File: config.mk
export PLATFORM = sky130hd
export DESIGN_NAME = gb_debug_display_flat
export DESIGN_NICKNAME = d
export VERILOG_FILES = /design/src/rtl/gb_debug_display_pkg.sv /design/src/rtl/gb_debug_display_if.sv /design/src/rtl/gb_debug_display_btn.sv /design/src/rtl/gb_debug_display.sv /design/src/flat_wrapper.sv
export SDC_FILE = /design/constraint.sdc
export NUM_CORES = 1
export LEC_CHECK = 0
export CORE_AREA = 2 2 119 92
export DETAILED_ROUTE_END_ITERATION = 6
export DIE_AREA = 0 0 121 94
export GPL_TIMING_DRIVEN = 0
export MAX_ROUTING_LAYER = met4
export PLACE_DENSITY_LB_ADDON = 0.12
export RECOVER_POWER = 100
export SKIP_CTS_REPAIR_TIMING = 1
export SLEW_MARGIN = 30
export SYNTH_ARGS = -nofsm -noshare
export SYNTH_HDL_FRONTEND = slang
export SYNTH_SLANG_ARGS = --single-unit
File: constraint.sdc
create_clock -name clk -period 2.3 [get_ports clk]
set_clock_uncertainty 0.2 [all_clocks]
set_input_delay 0.345 -clock clk [delete_from_list [all_inputs] [get_ports clk]]
set_output_delay 0.345 -clock clk [all_outputs]
set_load 0.02 [all_outputs]
File: src/rtl/gb_debug_display_pkg.sv
// Shared definitions for the debug display: segment bit positions, the
// debounce FSM state type, the hex font and a width helper.
package gb_dbg_pkg;

    localparam int SEG_A  = 0;
    localparam int SEG_B  = 1;
    localparam int SEG_C  = 2;
    localparam int SEG_D  = 3;
    localparam int SEG_E  = 4;
    localparam int SEG_F  = 5;
    localparam int SEG_G  = 6;
    localparam int SEG_DP = 7;

    typedef enum logic {
        DB_STABLE = 1'b0,
        DB_CHECK  = 1'b1
    } db_state_e;

    // Ceiling log2, never below 1 so single-value counters still get a bit.
    function automatic int clog2_min1(input int n);
        int r;
        r = 0;
        while ((1 << r) < n) r++;
        return (r < 1) ? 1 : r;
    endfunction

    // Active-high segment pattern, bit 0 = a ... bit 6 = g.
    function automatic logic [6:0] hex_to_seg(input logic [3:0] h);
        logic [6:0] s;
        case (h)
            4'h0: s = 7'h3F;
            4'h1: s = 7'h06;
            4'h2: s = 7'h5B;
            4'h3: s = 7'h4F;
            4'h4: s = 7'h66;
            4'h5: s = 7'h6D;
            4'h6: s = 7'h7D;
            4'h7: s = 7'h07;
            4'h8: s = 7'h7F;
            4'h9: s = 7'h6F;
            4'hA: s = 7'h77;
            4'hB: s = 7'h7C;
            4'hC: s = 7'h39;
            4'hD: s = 7'h5E;
            4'hE: s = 7'h79;
            default: s = 7'h71;
        endcase
        return s;
    endfunction

endpackage

File: src/rtl/gb_debug_display_if.sv
// Signal bundle between the FPGA top level and the debug display engine.
// There is no handshake: inputs are sampled every cycle, outputs are registered levels.
interface gb_debug_display_if
    import gb_dbg_pkg::*;
#(
    parameter int N_DIGITS = 4,
    parameter int N_CH     = 4
) ();

    localparam int DW = 4 * N_DIGITS;
    localparam int CW = clog2_min1(N_CH);

    logic [N_CH*DW-1:0]  ch_data;
    logic                btn_next;
    logic                freeze;
    logic [N_DIGITS-1:0] seg_an;
    logic [7:0]          seg_cat;
    logic [CW-1:0]       cur_ch;
    logic                btn_level;
    db_state_e           btn_state;

    modport master (
        output ch_data, btn_next, freeze,
        input  seg_an, seg_cat, cur_ch, btn_level, btn_state
    );

    modport slave (
        input  ch_data, btn_next, freeze,
        output seg_an, seg_cat, cur_ch, btn_level, btn_state
    );

endinterface

File: src/rtl/gb_debug_display_btn.sv
// Push-button conditioner: 2-FF synchroniser feeding a STABLE/CHECK debounce
// FSM; an accepted rising level produces a one-cycle press pulse.
module gb_btn_debounce
    import gb_dbg_pkg::*;
#(
    parameter int DEBOUNCE_CYC = 1000000
) (
    input  logic      clk,
    input  logic      rst,
    input  logic      btn_raw,
    output logic      level,
    output logic      press,
    output db_state_e state
);

    localparam int              CNTW     = clog2_min1(DEBOUNCE_CYC);
    localparam logic [CNTW-1:0] CNT_LAST = CNTW'(DEBOUNCE_CYC - 1);

    logic            sync1_q;
    logic            sync2_q;
    logic [CNTW-1:0] cnt_q;
    logic            level_q;
    logic            press_q;
    db_state_e       state_q;

    always_ff @(posedge clk) begin
        if (rst) begin
            sync1_q <= 1'b0;
            sync2_q <= 1'b0;
            cnt_q   <= '0;
            level_q <= 1'b0;
            press_q <= 1'b0;
            state_q <= DB_STABLE;
        end else begin
            sync1_q <= btn_raw;
            sync2_q <= sync1_q;
            press_q <= 1'b0;
            case (state_q)
                DB_STABLE: begin
                    if (sync2_q != level_q) begin
                        state_q <= DB_CHECK;
                        cnt_q   <= '0;
                    end
                end
                DB_CHECK: begin
                    if (sync2_q == level_q) begin
                        state_q <= DB_STABLE;
                        cnt_q   <= '0;
                    end else if (cnt_q == CNT_LAST) begin
                        // Only the 0->1 acceptance counts as a press.
                        level_q <= sync2_q;
                        press_q <= sync2_q;
                        state_q <= DB_STABLE;
                        cnt_q   <= '0;
                    end else begin
                        cnt_q <= cnt_q + 1'b1;
                    end
                end
                default: state_q <= DB_STABLE;
            endcase
        end
    end

    assign level = level_q;
    assign press = press_q;
    assign state = state_q;

endmodule

File: src/rtl/gb_debug_display.sv
// Debug display engine: picks one CPU debug word, optionally freezes it, and
// scans it as hex onto a multiplexed 7-segment display with anti-ghost blanking.
module gb_debug_display
    import gb_dbg_pkg::*;
#(
    parameter int N_DIGITS       = 4,
    parameter int N_CH           = 4,
    parameter int SCAN_DIV       = 50000,
    parameter int BLANK_CYC      = 500,
    parameter int DEBOUNCE_CYC   = 1000000,
    parameter bit AN_ACTIVE_LOW  = 1'b1,
    parameter bit CAT_ACTIVE_LOW = 1'b1
) (
    input logic              clk,
    input logic              rst,
    gb_debug_display_if.slave bus
);

    localparam int DW  = 4 * N_DIGITS;
    localparam int CW  = clog2_min1(N_CH);
    localparam int PW  = clog2_min1(SCAN_DIV);
    localparam int DGW = clog2_min1(N_DIGITS);

    localparam logic [PW-1:0]       PS_LAST   = PW'(SCAN_DIV - 1);
    localparam logic [PW-1:0]       BLANK_LIM = PW'(BLANK_CYC);
    localparam logic [DGW-1:0]      DG_LAST   = DGW'(N_DIGITS - 1);
    localparam logic [CW-1:0]       CH_LAST   = CW'(N_CH - 1);
    // XOR masks turning active-high patterns into pin levels; also the "all off" value.
    localparam logic [N_DIGITS-1:0] AN_OFF    = {N_DIGITS{AN_ACTIVE_LOW}};
    localparam logic [7:0]          CAT_OFF   = {8{CAT_ACTIVE_LOW}};

    logic [PW-1:0]       prescaler_q, prescaler_d;
    logic [DGW-1:0]      digit_q, digit_d;
    logic [CW-1:0]       cur_ch_q, cur_ch_d;
    logic [DW-1:0]       snap_q, snap_d;
    logic [N_DIGITS-1:0] seg_an_q, seg_an_d;
    logic [7:0]          seg_cat_q, seg_cat_d;

    logic                wrap;
    logic                press;
    logic                dp;
    logic [DW-1:0]       sel_word;
    logic [3:0]          nibble;
    logic [N_DIGITS-1:0] an_hi;
    logic [7:0]          cat_hi;

    gb_btn_debounce #(
        .DEBOUNCE_CYC(DEBOUNCE_CYC)
    ) u_btn (
        .clk     (clk),
        .rst     (rst),
        .btn_raw (bus.btn_next),
        .level   (bus.btn_level),
        .press   (press),
        .state   (bus.btn_state)
    );

    always_comb begin
        wrap        = (prescaler_q == PS_LAST);
        prescaler_d = wrap ? '0 : prescaler_q + 1'b1;

        digit_d = digit_q;
        if (wrap) digit_d = (digit_q == DG_LAST) ? '0 : digit_q + 1'b1;

        cur_ch_d = cur_ch_q;
        if (press) cur_ch_d = (cur_ch_q == CH_LAST) ? '0 : cur_ch_q + 1'b1;

        // Snapshot follows the registered channel, so a new selection shows one cycle later.
        sel_word = '0;
        for (int k = 0; k < N_CH; k++) begin
            if (cur_ch_q == CW'(k)) sel_word = bus.ch_data[k*DW +: DW];
        end
        snap_d = bus.freeze ? snap_q : sel_word;

        nibble = '0;
        an_hi  = '0;
        for (int i = 0; i < N_DIGITS; i++) begin
            if (digit_q == DGW'(i)) begin
                nibble   = snap_q[i*4 +: 4];
                an_hi[i] = 1'b1;
            end
        end
        if (prescaler_q < BLANK_LIM) an_hi = '0;

        dp = ((digit_q == '0) && bus.freeze) || ((digit_q == DG_LAST) && cur_ch_q[0]);

        cat_hi                = '0;
        cat_hi[SEG_G:SEG_A]   = hex_to_seg(nibble);
        cat_hi[SEG_DP]        = dp;

        seg_an_d  = an_hi ^ AN_OFF;
        seg_cat_d = cat_hi ^ CAT_OFF;
    end

    always_ff @(posedge clk) begin
        if (rst) begin
            prescaler_q <= '0;
            digit_q     <= '0;
            cur_ch_q    <= '0;
            snap_q      <= '0;
            seg_an_q    <= AN_OFF;
            seg_cat_q   <= CAT_OFF;
        end else begin
            prescaler_q <= prescaler_d;
            digit_q     <= digit_d;
            cur_ch_q    <= cur_ch_d;
            snap_q      <= snap_d;
            seg_an_q    <= seg_an_d;
            seg_cat_q   <= seg_cat_d;
        end
    end

    assign bus.seg_an  = seg_an_q;
    assign bus.seg_cat = seg_cat_q;
    assign bus.cur_ch  = cur_ch_q;

endmodule

File: src/flat_wrapper.sv
// flat-port wrapper written by rule: the top's interface ports become plain ports
module gb_debug_display_flat import gb_dbg_pkg::*;
#(
    parameter int N_DIGITS       = 4,
    parameter int N_CH           = 4,
    parameter int SCAN_DIV       = 50000,
    parameter int BLANK_CYC      = 500,
    parameter int DEBOUNCE_CYC   = 1000000,
    parameter bit AN_ACTIVE_LOW  = 1'b1,
    parameter bit CAT_ACTIVE_LOW = 1'b1
)
  (clk, rst, bus_ch_data, bus_btn_next, bus_freeze, bus_seg_an, bus_seg_cat, bus_cur_ch, bus_btn_level, bus_btn_state);
  gb_debug_display_if #(.N_DIGITS(N_DIGITS), .N_CH(N_CH)) bus_i ();
  input logic clk;
  input logic rst;
  input wire logic [$bits(bus_i.ch_data)-1:0] bus_ch_data;
  input wire logic [$bits(bus_i.btn_next)-1:0] bus_btn_next;
  input wire logic [$bits(bus_i.freeze)-1:0] bus_freeze;
  output wire logic [$bits(bus_i.seg_an)-1:0] bus_seg_an;
  output wire logic [$bits(bus_i.seg_cat)-1:0] bus_seg_cat;
  output wire logic [$bits(bus_i.cur_ch)-1:0] bus_cur_ch;
  output wire logic [$bits(bus_i.btn_level)-1:0] bus_btn_level;
  output wire logic [$bits(bus_i.btn_state)-1:0] bus_btn_state;
  assign bus_i.ch_data = bus_ch_data;
  assign bus_i.btn_next = bus_btn_next;
  assign bus_i.freeze = bus_freeze;
  assign bus_seg_an = bus_i.seg_an;
  assign bus_seg_cat = bus_i.seg_cat;
  assign bus_cur_ch = bus_i.cur_ch;
  assign bus_btn_level = bus_i.btn_level;
  assign bus_btn_state = bus_i.btn_state;
  gb_debug_display #(.N_DIGITS(N_DIGITS), .N_CH(N_CH), .SCAN_DIV(SCAN_DIV), .BLANK_CYC(BLANK_CYC), .DEBOUNCE_CYC(DEBOUNCE_CYC), .AN_ACTIVE_LOW(AN_ACTIVE_LOW), .CAT_ACTIVE_LOW(CAT_ACTIVE_LOW)) u_core (.clk(clk), .rst(rst), .bus(bus_i));
endmodule
# After elaboration in Yosys (flattened, before gate mapping)
# Memories as Yosys holds them, arrays and structs flattened.
# Index checks and enable logic that the tools add are counted.
# Widths: inputs -> output; s select.
op_classes:
  add_sub_neg: 4
  n_mul: 0
  n_div: 0
  magnitude_cmp: 1
  n_eq_ne: 11
  n_shift: 0
  mux: 23
  n_bitwise: 5
  n_reduce_logical: 8
op_table:
  columns: ["operator", "count"]
  rows:
  - ["$mux 16", 4]
  - ["$mux 20", 3]
  - ["$pmux 20 s2", 1]
  - ["$add 20x1->20 const B", 1]
  - ["$eq 20x20->1 const B", 1]
  - ["$mux 4", 5]
  - ["$add 16x1->16 const B", 1]
  - ["$eq 16x16->1 const B", 1]
  - ["$lt 16x9->1 const B", 1]
  - ["$eq 2x2->1 const B", 4]
  - ["$not 8->8", 1]
  - ["$mux 1", 7]
  - ["$add 2x1->2 const B", 2]
  - ["$eq 2x1->1 const B", 2]
  - ["$logic_not 2->1", 2]
  - ["$mux 2", 2]
  - ["$not 4->4", 1]
  - ["$reduce_or 4->1", 1]
  - ["$not 1->1", 3]
  - ["$reduce_and 3->1", 1]
  - ["$logic_and 1x1->1", 2]
  - ["$ne 2x2->1 const B", 1]
  - ["$pmux 1 s2", 1]
  - ["$reduce_or 2->1", 1]
  - ["other kinds (3)", 3]
totals:
  register_bits: 73
  latch_bits: 0
  ram_bits: 0
  rom_bits: 112
  input_bits: 68
  out_inout_bits: 16
  elab_cells: 65
  mem_count: 1
mem_list:
  columns: ["name", "depth", "word_bits", "read_ports", "rd_ports_with_merged_regs", "wr", "line_no", "rtl"]
  rows:
  - ["(no name shown)", 16, 7, 1, 0, 0, "gb_debug_display_pkg.sv:30", "case (h)"]

# Depth between registers and ports, before layout
# Gate-level depths: netlist (run 1).
# An unclocked memory read counts as a cell.
depth:
  depth_word: 7
  mapped_depth: 12

# Cells and area by module
# From an unflattened synthesis (run 1), not the netlist that was laid out.
hier_totals:
  cells_unflattened: 459
  area_unflattened_um2: 3986.3
modules_own_cells:
  columns: ["module", "n_inst", "cells_each", "area_each_um2", "seq_area_each_um2"]
  rows:
  - ["gb_debug_display", 1, 321, 2736.4, 960.9]
  - ["gb_btn_debounce", 1, 138, 1249.9, 500.5]

# Worst setup path after synthesis (run 1)
# OpenSTA, ideal clock, no wires.
synth_timing:
  path_kind: "flip-flop to flip-flop"
  startpoint: "reg u_core.digit_q[0]"
  endpoint: "reg u_core.seg_cat_q[3], in the netlist u_core.bus.seg_cat[3]"
  setup_ns: 0.134
  arrival_ns: 2.091
  slack_ns: -0.125
  stages_incl_launch_ff: 9
  synth_period_minus_slack_ns: 2.425
  cell_sequence: "dfxtp_1 -> ha_1 -> buf_2 -> and2_0 -> o21ai_0 -> inv_1 -> ha_1 -> a2111oi_0 -> a21oi_1"
synth_between:
  elab_chain_len: 7
  elab_cells_between_ends: 10
synth_rtl:
  columns: ["element", "line_no", "rtl"]
  rows:
  - ["start: declaration", "gb_debug_display.sv:33", "logic [DGW-1:0] digit_q, digit_d;"]
  - ["start signal: assignment", "gb_debug_display.sv:105", "digit_q <= digit_d;"]
  - ["$logic_not 2->1", "gb_debug_display.sv:78", "if (digit_q == DGW'(i)) begin"]
  - ["$mux 4 (3 in series)", "gb_debug_display.sv:78", null]
  - ["$mux 4 *", "gb_debug_display.sv:78", null]
  - ["$mem_v2 16x7 *", null, null]
  - ["$not 8->8 (no line) *", null, null]
  - ["end signal: assignment", "gb_debug_display.sv:109", "seg_cat_q <= seg_cat_d;"]
  - ["end: declaration", "gb_debug_display.sv:37", "logic [7:0] seg_cat_q, seg_cat_d;"]
# Every way passes the cells marked *; elsewhere a longest branch is shown, timed or not.
# A chain may end at the register's enable or synchronous reset.

# Worst setup path in the final report (run 1)
layout_timing:
  startpoint: "reg u_core.digit_q[1]"
  endpoint: "reg u_core.seg_cat_q[0], in the netlist u_core.bus.seg_cat[0]"
# Same word-level chain as after synthesis.

==> results.cfg, run 1 <==
[run_status]
status = completed

[timing]
drv_slew = 0
min_period_over_period_pct = 99.7
relSlewSlack_pct = 61.1
setup_violations = 0
worst_slack_ps = 6.50
min_period_ps = 2290
worstMarginPinSlew_ps = 584
rsz0062_at_grt = yes
final_hold_viol_count = 0
fmax_mhz = 436
fin_setup_tns_ps = 0

[drt]
wl_um = 10600
firstDrtPassIters = 5
met1_length_um = 5440
route.detailed.wl_per_inst_um = 14.9
dr_total_vias = 3811
viasPerCell = 5.36
wl_met3_um = 432
drc = 0
top_layer_used = met4
drt_iter0_markers = 326
ant_nets = 0
met2_wirelength_um = 4660

[logic_synthesis]
ys_async_sr_fraction_pct = 0
postSynthCellCount = 474
synth_edf_count = 0
netlist_area_sq_mm = 0.00402
synth_top_cell_by_area = dfxtp_1
synth_common_cells = dfxtp_1, inv_1, nor2_1
synth_warnings = 0
synthTopCellsByArea = dfxtp_1, a221oi_1, ha_1, mux2i_1, inv_1
ys_ff_latch = 73
post-synth-top-count-cell = dfxtp_1
ys_types = 64
seq_area_frac_synth_pct = 36.3
synth-main-ff-cell = dfxtp_1
avgSynthCellArea_sq_um = 8.49
synth_top_cell_area_share_pct = 36.3
syn_nets = 558

[finish]
nets = 654
drive_gt1_share_pct = 13.0
fill_cells = 949
area_growth_pct = 36.6
fin_cells = 711
antenna_cells = 0

[setup_path]
crit_arrival_ps = 2300
start_kind = register
rr_worst_depth = 9
rr_endpoint = u_core.bus.seg_cat[0]$_SDFF_PP1_
criticalPathCategory = register to register
crit_chain = inv_2 -> ha_4 -> nand2_1 -> o211ai_1 -> o21ai_2 -> buf_4 -> ha_1 -> o41ai_1 -> nor3_1
required_ps = 2310
worst-path-max-fanout = 6
cp_slowest_cell = o41ai_1
timing.rr.start = u_core.digit_q[1]$_SDFFE_PP0P_
rrSetupSlack_ps = 6
crit_path_end_kind = register
cp_slowest_stage_delay_ps = 390

[die]
start_util_pct = 39.7
io_pins = 84
die_h_um = 94
die_area_sq_mm = 0.0114
design.core.area_sq_mm = 0.0101
die_w_um = 121
rows = 32

[cts]
cts_buffer_depth = 2
cts_buffers = 9
htree_num_levels = 3
clk_latency_ps = 340
tritoncts = done
cts.sinks = 73
clk_pin_slew_ps = 60
cts_root_buffer = clkbuf_16

[power]
switching_share_pct = 22.2
combPwrFrac_pct = 12.0
p_seq_share_pct = 40.7
power_uw = 3250
clockPowerShare_pct = 47.3
p_sw_uw = 721
power.internal_uw = 2530
power.density_mw_per_mm2 = 592
ir_drop_v = 0.000412
leakage_uw = 0.00213

[placement]
placed_cells = 692
io_buffers = 82
gp_congestion = 0.821
hpwl_um = 8140
dp_slack_ps = -443

[worst_hold_path]
hp-start = bus_freeze
min_to = u_core.snap_q[0]$_SDFFE_PP0N_
worstHoldPathType = primary input to register
holdPathStages = 3

[global_route]
grt_pass1_vias = 3389
grt_pass1_wl_um = 16900
track_usage_pct = 19.5
grt_overflow_total = 0
grt_max_degree = 13
antenna_found_initial = 0

[job]
drv_cap = 0
-- per-layer routing --
metal | vias up | track usage (%)
li1 | 1906 | -
met1 | 1803 | 28.9
met2 | 93 | 26.1
met3 | 9 | 4.49
met4 | 0 | 5.04
met5 | - | -
-- state kept, by name (all words and copies together), names as in the netlist --
name / flops
u_core.u_btn.cnt_q: 20
u_core.bus.cur_ch: 2
u_core.u_btn.level: 1
u_core.u_btn.press: 1
u_core.u_btn.sync1_q: 1
u_core.snap_q: 16
u_core.prescaler_q: 16
u_core.bus.seg_an: 4
u_core.u_btn.state: 1
u_core.u_btn.sync2_q: 1
u_core.bus.seg_cat: 8
u_core.digit_q: 2
-- cell type report --
| type | instances | area, sq um | share of cell area [%] |
|---|---|---|---|
| well taps | 136 | 170 | 3.10 |
| multi-input cells | 326 | 2350 | 42.7 |
| flip-flops and latches | 73 | 1460 | 26.6 |
| repair buffers | 88 | 866 | 15.8 |
| clock buffers | 11 | 253 | 4.60 |
| clock inverters | 5 | 77.6 | 1.41 |
| plain buffers | 26 | 144 | 2.62 |
| inverters | 46 | 173 | 3.14 |
-- cell usage in the layout (no fill, tap or decap), types with 4 or more instances in the layout --
| master | n |
|---|---|
| ha_2 | 4 |
| a211o_1 | 15 |
| nor3_1 | 9 |
| a21oi_2 | 8 |
| clkbuf_1 | 14 |
| nor4_1 | 5 |
| buf_4 | 7 |
| nand2_1 | 32 |
| o21ai_0 | 4 |
| dfxtp_1 | 71 |
| buf_6 | 4 |
| ha_1 | 10 |
| clkdlybuf4s50_1 | 82 |
| nand4_1 | 9 |
| xor2_1 | 5 |
| or2_2 | 4 |
| clkbuf_16 | 9 |
| inv_1 | 44 |
| a31oi_1 | 6 |
| xnor2_1 | 10 |
| nand3_1 | 19 |
| nor2_1 | 36 |
| mux2i_1 | 18 |
| a221oi_1 | 30 |
| and3_1 | 7 |
| a21oi_1 | 31 |
-- how the worst max path moves through the flow --
| stage | cells after the start | startpoint | to |
|---|---|---|---|
| floorplan | 9 | u_core.digit_q[0]$_SDFFE_PP0P_ | u_core.bus.seg_cat[3]$_SDFF_PP1_ |
| global placement | 9 | u_core.digit_q[0]$_SDFFE_PP0P_ | u_core.bus.seg_cat[3]$_SDFF_PP1_ |
| detailed placement | 9 | u_core.digit_q[0]$_SDFFE_PP0P_ | u_core.bus.seg_cat[3]$_SDFF_PP1_ |
| CTS | 9 | u_core.digit_q[0]$_SDFFE_PP0P_ | u_core.bus.seg_cat[3]$_SDFF_PP1_ |
| global route | 8 | u_core.digit_q[0]$_SDFFE_PP0P_ | u_core.bus.seg_cat[0]$_SDFF_PP1_ |
| finish | 9 | u_core.digit_q[1]$_SDFFE_PP0P_ | u_core.bus.seg_cat[0]$_SDFF_PP1_ |
-- critical path: cells and delay by family (launching register included) --
kind / cells / cell delay, ps
adders and majority gates: 2 / 370
AOI/OAI and AO/OA: 3 / 810
and+or+nand+nor: 2 / 190
buffers and inverters: 2 / 250
DFF: 1 / 340
-- cell families (layout without fill, tap and decap cells) --
kind of cell,after synthesis,in the layout,share of synthesized area (%)
muxes,18,18,4.48
AOI/OAI and AO/OA,119,119,22.1
buffers and inverters,75,176,7.80
DFF,73,73,36.3
adders and majority gates,16,16,4.98
and+or+nand+nor,157,157,20.8
xor gates and xnor gates,16,16,3.48
-- power groups by stage --
stage / Clock [uW] / Combinational (uW) / Sequential (uW)
2_1_floorplan: 0 / 165 / 1370
3_3_place_gp: 0 / 368 / 1350
3_5_place_dp: 0 / 373 / 1350
4_1_cts: 1570 / 374 / 1320
5_1_grt: 1630 / 424 / 1330
6_report: 1540 / 389 / 1320
-- stage by stage --
step | utilization (%) | area, sq um | hold slack [ps]
floorplan | - | 4020 | 213
global placement | 49.5 | 5010 | 222
detailed placement | 49.5 | 5010 | 233
CTS | 52.8 | 5350 | 210
global route | 54.2 | 5500 | 258
finish | 54.2 | 5500 | 216
(Power assumes the default switching activity.)
==> run 2: changes to the inputs <==
Settings changed: MAX_ROUTING_LAYER met4 to default.
==> run 2 against run 1 <==
  * Largest power group unchanged
  * Combinational power barely moved
  * Critical endpoint unchanged
  * First-iteration DRC count fell by 5.2%
  * Die area did not move
  * Critical path depth fell by 1
  * Highest routed layer unchanged
  * Worst hold slack improved by 4.0 ps
==> results.cfg, run 2 (synthesis results as in run 1) <==
[run_status]
status = completed

[timing]
final_hold_viol_count = 0
fin_hold_ws_ps = 220
drv_slew = 0
rsz0062_at_grt = yes
worstMarginPinSlew_ps = 585
min_period_ps = 2290
setup_violations = 0
min_period_over_period_pct = 99.5
fmax_mhz = 437
relSlewSlack_pct = 61.0

[setup_path]
required_ps = 2310
worst-path-max-fanout = 10
crit_chain = ha_2 -> buf_6 -> and2_0 -> o21ai_4 -> inv_1 -> ha_1 -> nor4b_2 -> nor3_1
cp_slowest_cell = dfxtp_2
start_kind = register
cp_slowest_stage_delay_ps = 340
cp_num_buf_inv = 2
criticalPathCategory = register to register
crit_path_end_kind = register
crit_arrival_ps = 2300
worst_path_dominant_cell_family = simple AND/OR/NAND/NOR gates

[die]
die_w_um = 121
die_area_sq_mm = 0.0114
design.core.area_sq_mm = 0.0101
rows = 32
die_h_um = 94
io_pins = 84
start_util_pct = 39.7

[power]
leakage_uw = 0.00213
power.density_mw_per_mm2 = 591
ir_drop_v = 0.000412

[finish]
regMostFlops = u_core.u_btn.cnt_q
final_common_cell = clkdlybuf4s50_1
area_growth_pct = 36.6
layout_common_cells = clkdlybuf4s50_1, dfxtp_1, inv_1
top_regs = u_core.u_btn.cnt_q (20), u_core.prescaler_q (16), u_core.snap_q (16)
fin_util_pct = 54.2
largest_reg_flops = 20
antenna_cells = 0
nets = 654
drive_gt1_share_pct = 13.0
fin_cells = 711

[drt]
drc = 0
ant_nets = 0
dr_total_vias = 3786
route.detailed.wl_per_inst_um = 14.9
wl_um = 10600
drt_iter0_markers = 309
firstDrtPassIters = 4
viasPerCell = 5.32

[placement]
placed_cells = 692
gp_congestion = 0.809
io_buffers = 82
hpwl_um = 8140

[global_route]
track_usage_pct = 18.9
grt_pass1_vias = 3386
grt_max_degree = 13
grt_pass1_wl_um = 16900
grt_overflow_total = 0
antenna_found_initial = 0

[worst_hold_path]
worstHoldPathType = primary input to register

[job]
drv_cap = 0

[cts]
cts_buffer_depth = 2
clk_pin_slew_ps = 60
htree_num_levels = 3
cts_root_buffer = clkbuf_16
tritoncts = done
cts.sinks = 73
cts_buffers = 9
clk_latency_ps = 340
## run 2: path summary, 6_finish.rpt
kind	startpoint	to	slack (ps)	depth (start not counted)
max	u_core.digit_q[0]$_SDFFE_PP0P_	u_core.bus.seg_cat[0]$_SDFF_PP1_	10	8
min	bus_freeze	u_core.snap_q[0]$_SDFFE_PP0N_	220	3
max reg2reg	u_core.digit_q[0]$_SDFFE_PP0P_	u_core.bus.seg_cat[0]$_SDFF_PP1_	10	8
min reg2reg	u_core.prescaler_q[0]$_SDFF_PP0_	u_core.prescaler_q[0]$_SDFF_PP0_	240	1
## run 2: worst reg2reg max path: stages (launching register included)
cell and delay (ps):
dfxtp_2 340, ha_2 220, buf_6 150, and2_0 190, o21ai_4 250, inv_1 130
ha_1 270, nor4b_2 290, nor3_1 110
## run 2: where the power goes
group	switching, uW	leakage [uW]	total (uW)	internal (uW)
combinational	168	0.00137	389	220
clock	532	0.000162	1540	1000
sequential	17.9	0.000597	1320	1310
total	718	0.00213	3250	2530
## run 2: layer usage
| metal | wire length (um) | vias up | global-route usage [%] |
|---|---|---|---|
| met5 | 0 | - | 0 |
| met4 | 80 | 0 | 5.33 |
| met3 | 548 | 7 | 4.61 |
| met2 | 4640 | 97 | 26.1 |
| met1 | 5300 | 1775 | 28.7 |
| li1 | - | 1907 | - |
## run 2: through the flow
stage | power [uW] | setup WS [ps] | cell area, sq um | setup TNS (ps)
2_1_floorplan | 1530 | 29.8 | 4020 | 0
5_1_grt | 3380 | -83.2 | 5500 | -173
3_5_place_dp | 1720 | -443 | 5010 | -3630
3_3_place_gp | 1720 | -356 | 5010 | -2780
6_report | 3250 | 11.8 | 5500 | 0
4_1_cts | 3270 | -472 | 5350 | -4020
## run 2: cell type report
class	count	area, sq um
Inverter	46	173
Fill cell	949	4630
Clock buffer	11	253
Clock inverter	5	77.6
Buffer	26	144
Tap cell	136	170
Sequential cell	73	1460
Timing Repair Buffer	88	866
Multi-Input combinational cell	326	2350
==> run 3: changes to the inputs <==
Settings changed: CORE_AREA 2 2 119 92 to 2 2 113 87, DIE_AREA 0 0 121 94 to 0 0 115 89.
Clock period 2.3 ns to 1.99 ns, I/O delays scaled along.
==> run 3 against run 2 <==
  * The flow now finishes with violations (setup timing)
  * Utilization increased by 11 points
  * Sequential power grew 16%
  * Count of clock-buffer cells in the layout stayed put
  * Flip-flop and latch count did not move
  * Combinational power grew 26%
  * Non-clock buffer count is 10 higher
  * Total power rose by 16%
  * Worst setup slack worse by 250 ps
  * Critical path type unchanged
  * Critical endpoint is now u_core.u_btn.cnt_q[18]$_SDFFE_PP0P_
  * Largest power group unchanged
==> results.cfg, run 3 (synthesis results as in run 1) <==
[timing]
worst_slack_ps = -236
worstMarginPinSlew_ps = 751
fmax_mhz = 449
min_period_over_period_pct = 112
setup_violations = 28
relSlewSlack_pct = 49.6
drv_slew = 0
final_hold_viol_count = 0
rsz0062_at_grt = yes
min_period_ps = 2230

[setup_path]
cp_slowest_stage_delay_ps = 570
worst-path-max-fanout = 7
timing.rr.start = u_core.u_btn.cnt_q[15]$_SDFFE_PP0P_
rr_worst_depth = 6
criticalPathCategory = register to register
rr_endpoint = u_core.u_btn.cnt_q[18]$_SDFFE_PP0P_
start_kind = register
required_ps = 2000
crit_arrival_ps = 2240
cp_slowest_cell = or4b_4
crit_chain = or4b_4 -> nor4_4 -> a21oi_4 -> clkbuf_16 -> a21oi_2 -> mux2i_1
rrSetupSlack_ps = -240
crit_path_end_kind = register

[worst_hold_path]
holdPathStages = 3
worstHoldPathType = primary input to register
hp-start = bus_freeze
min_to = u_core.snap_q[0]$_SDFFE_PP0N_

[cts]
htree_num_levels = 3
cts_buffers = 9
cts_buffer_depth = 2
clk_latency_ps = 330
clk_pin_slew_ps = 60
tritoncts = done
cts_root_buffer = clkbuf_16
cts.sinks = 73

[finish]
top_regs = u_core.u_btn.cnt_q (20), u_core.prescaler_q (16), u_core.snap_q (16)
antenna_cells = 0
regMostFlops = u_core.u_btn.cnt_q
area_growth_pct = 45.4
nets = 664
drive_gt1_share_pct = 22.1
final_common_cell = clkdlybuf4s50_1
fill_cells = 750
layout_common_cells = clkdlybuf4s50_1, dfxtp_1, inv_1
largest_reg_flops = 20
fin_cells = 697

[placement]
placed_cells = 668
io_buffers = 82
gp_congestion = 0.897
hpwl_um = 8070

[drt]
firstDrtPassIters = 5
drc = 0
route.detailed.wl_per_inst_um = 16.1
wl_um = 11200
drt_iter0_markers = 283
ant_nets = 0
viasPerCell = 5.57
dr_total_vias = 3883

[die]
design.core.area_sq_mm = 0.00901
die_w_um = 115
die_h_um = 89
die_area_sq_mm = 0.0102
io_pins = 84
start_util_pct = 44.7
rows = 30

[run_status]
violations = setup timing
status = finished with violations

[global_route]
track_usage_pct = 20.7
grt_max_degree = 13
grt_overflow_total = 0
grt_pass1_wl_um = 16600
antenna_found_initial = 0
grt_pass1_vias = 3352

[job]
drv_cap = 0

[power]
power_uw = 3760
ir_drop_v = 0.000518
power.density_mw_per_mm2 = 643
leakage_uw = 0.00224
-- run 3: stage by stage --
| step | cell area [sq um] | setup TNS [ps] | utilization, % | setup slack (ps) | hold slack, ps |
|---|---|---|---|---|---|
| 3_5_place_dp | 5110 | -7870 | 56.8 | -307 | 239 |
| 6_report | 5850 | -4250 | 65.0 | -236 | 201 |
| 3_3_place_gp | 5110 | -7540 | 56.8 | -286 | 229 |
| 5_1_grt | 5850 | -8250 | 65.0 | -310 | 225 |
| 4_1_cts | 5430 | -8430 | 60.3 | -321 | 184 |
| 2_1_floorplan | 4150 | -50.6 | - | -19.1 | 213 |
-- run 3: worst max-delay path: cells and delay by family (launching register included) --
kind,cells,cell delay (ps)
compound gates,2,300
mux,1,80
simple gates,2,980
flops,1,360
buf+inv,1,200
-- run 3: area by class of cell --
| type | count | area, sq um | area share, % |
|---|---|---|---|
| Multi-Input combinational cell | 326 | 2560 | 43.8 |
| Sequential cell | 73 | 1490 | 25.4 |
| Timing Repair Buffer | 98 | 985 | 16.8 |
| Clock buffer | 11 | 243 | 4.15 |
| Buffer | 26 | 179 | 3.06 |
| Inverter | 46 | 178 | 3.04 |
| Tap cell | 112 | 140 | 2.39 |
| Clock inverter | 5 | 78.8 | 1.35 |
-- run 3: worst max-delay path by stage --
stage	from	endpoint	slack (ps)	cells past startpoint
2_1_floorplan	u_core.digit_q[1]$_SDFFE_PP0P_	u_core.bus.seg_cat[3]$_SDFF_PP1_	-20	8
3_3_place_gp	u_core.digit_q[0]$_SDFFE_PP0P_	u_core.bus.seg_cat[3]$_SDFF_PP1_	-290	9
3_5_place_dp	u_core.digit_q[0]$_SDFFE_PP0P_	u_core.bus.seg_cat[3]$_SDFF_PP1_	-310	9
4_1_cts	u_core.digit_q[0]$_SDFFE_PP0P_	u_core.bus.seg_cat[3]$_SDFF_PP1_	-320	9
5_1_grt	u_core.u_btn.cnt_q[19]$_SDFFE_PP0P_	u_core.u_btn.cnt_q[11]$_SDFFE_PP0P_	-310	6
6_report	u_core.u_btn.cnt_q[15]$_SDFFE_PP0P_	u_core.u_btn.cnt_q[18]$_SDFFE_PP0P_	-240	6
-- run 3: per-layer routing --
metal | up-vias | share of wire, % | track usage [%]
met5 | - | 0 | 0
met4 | 0 | 0.77 | 4.27
met3 | 13 | 6.1 | 4.68
met2 | 120 | 46 | 31.1
met1 | 1820 | 48 | 30.3
li1 | 1930 | - | -
-- run 3: report_power, final --
part	total, uW	switching, uW	internal, uW	leakage [uW]
sequential	1530	21.9	1500	0.000603
combinational	492	216	276	0.00147
clock	1740	613	1130	0.000159
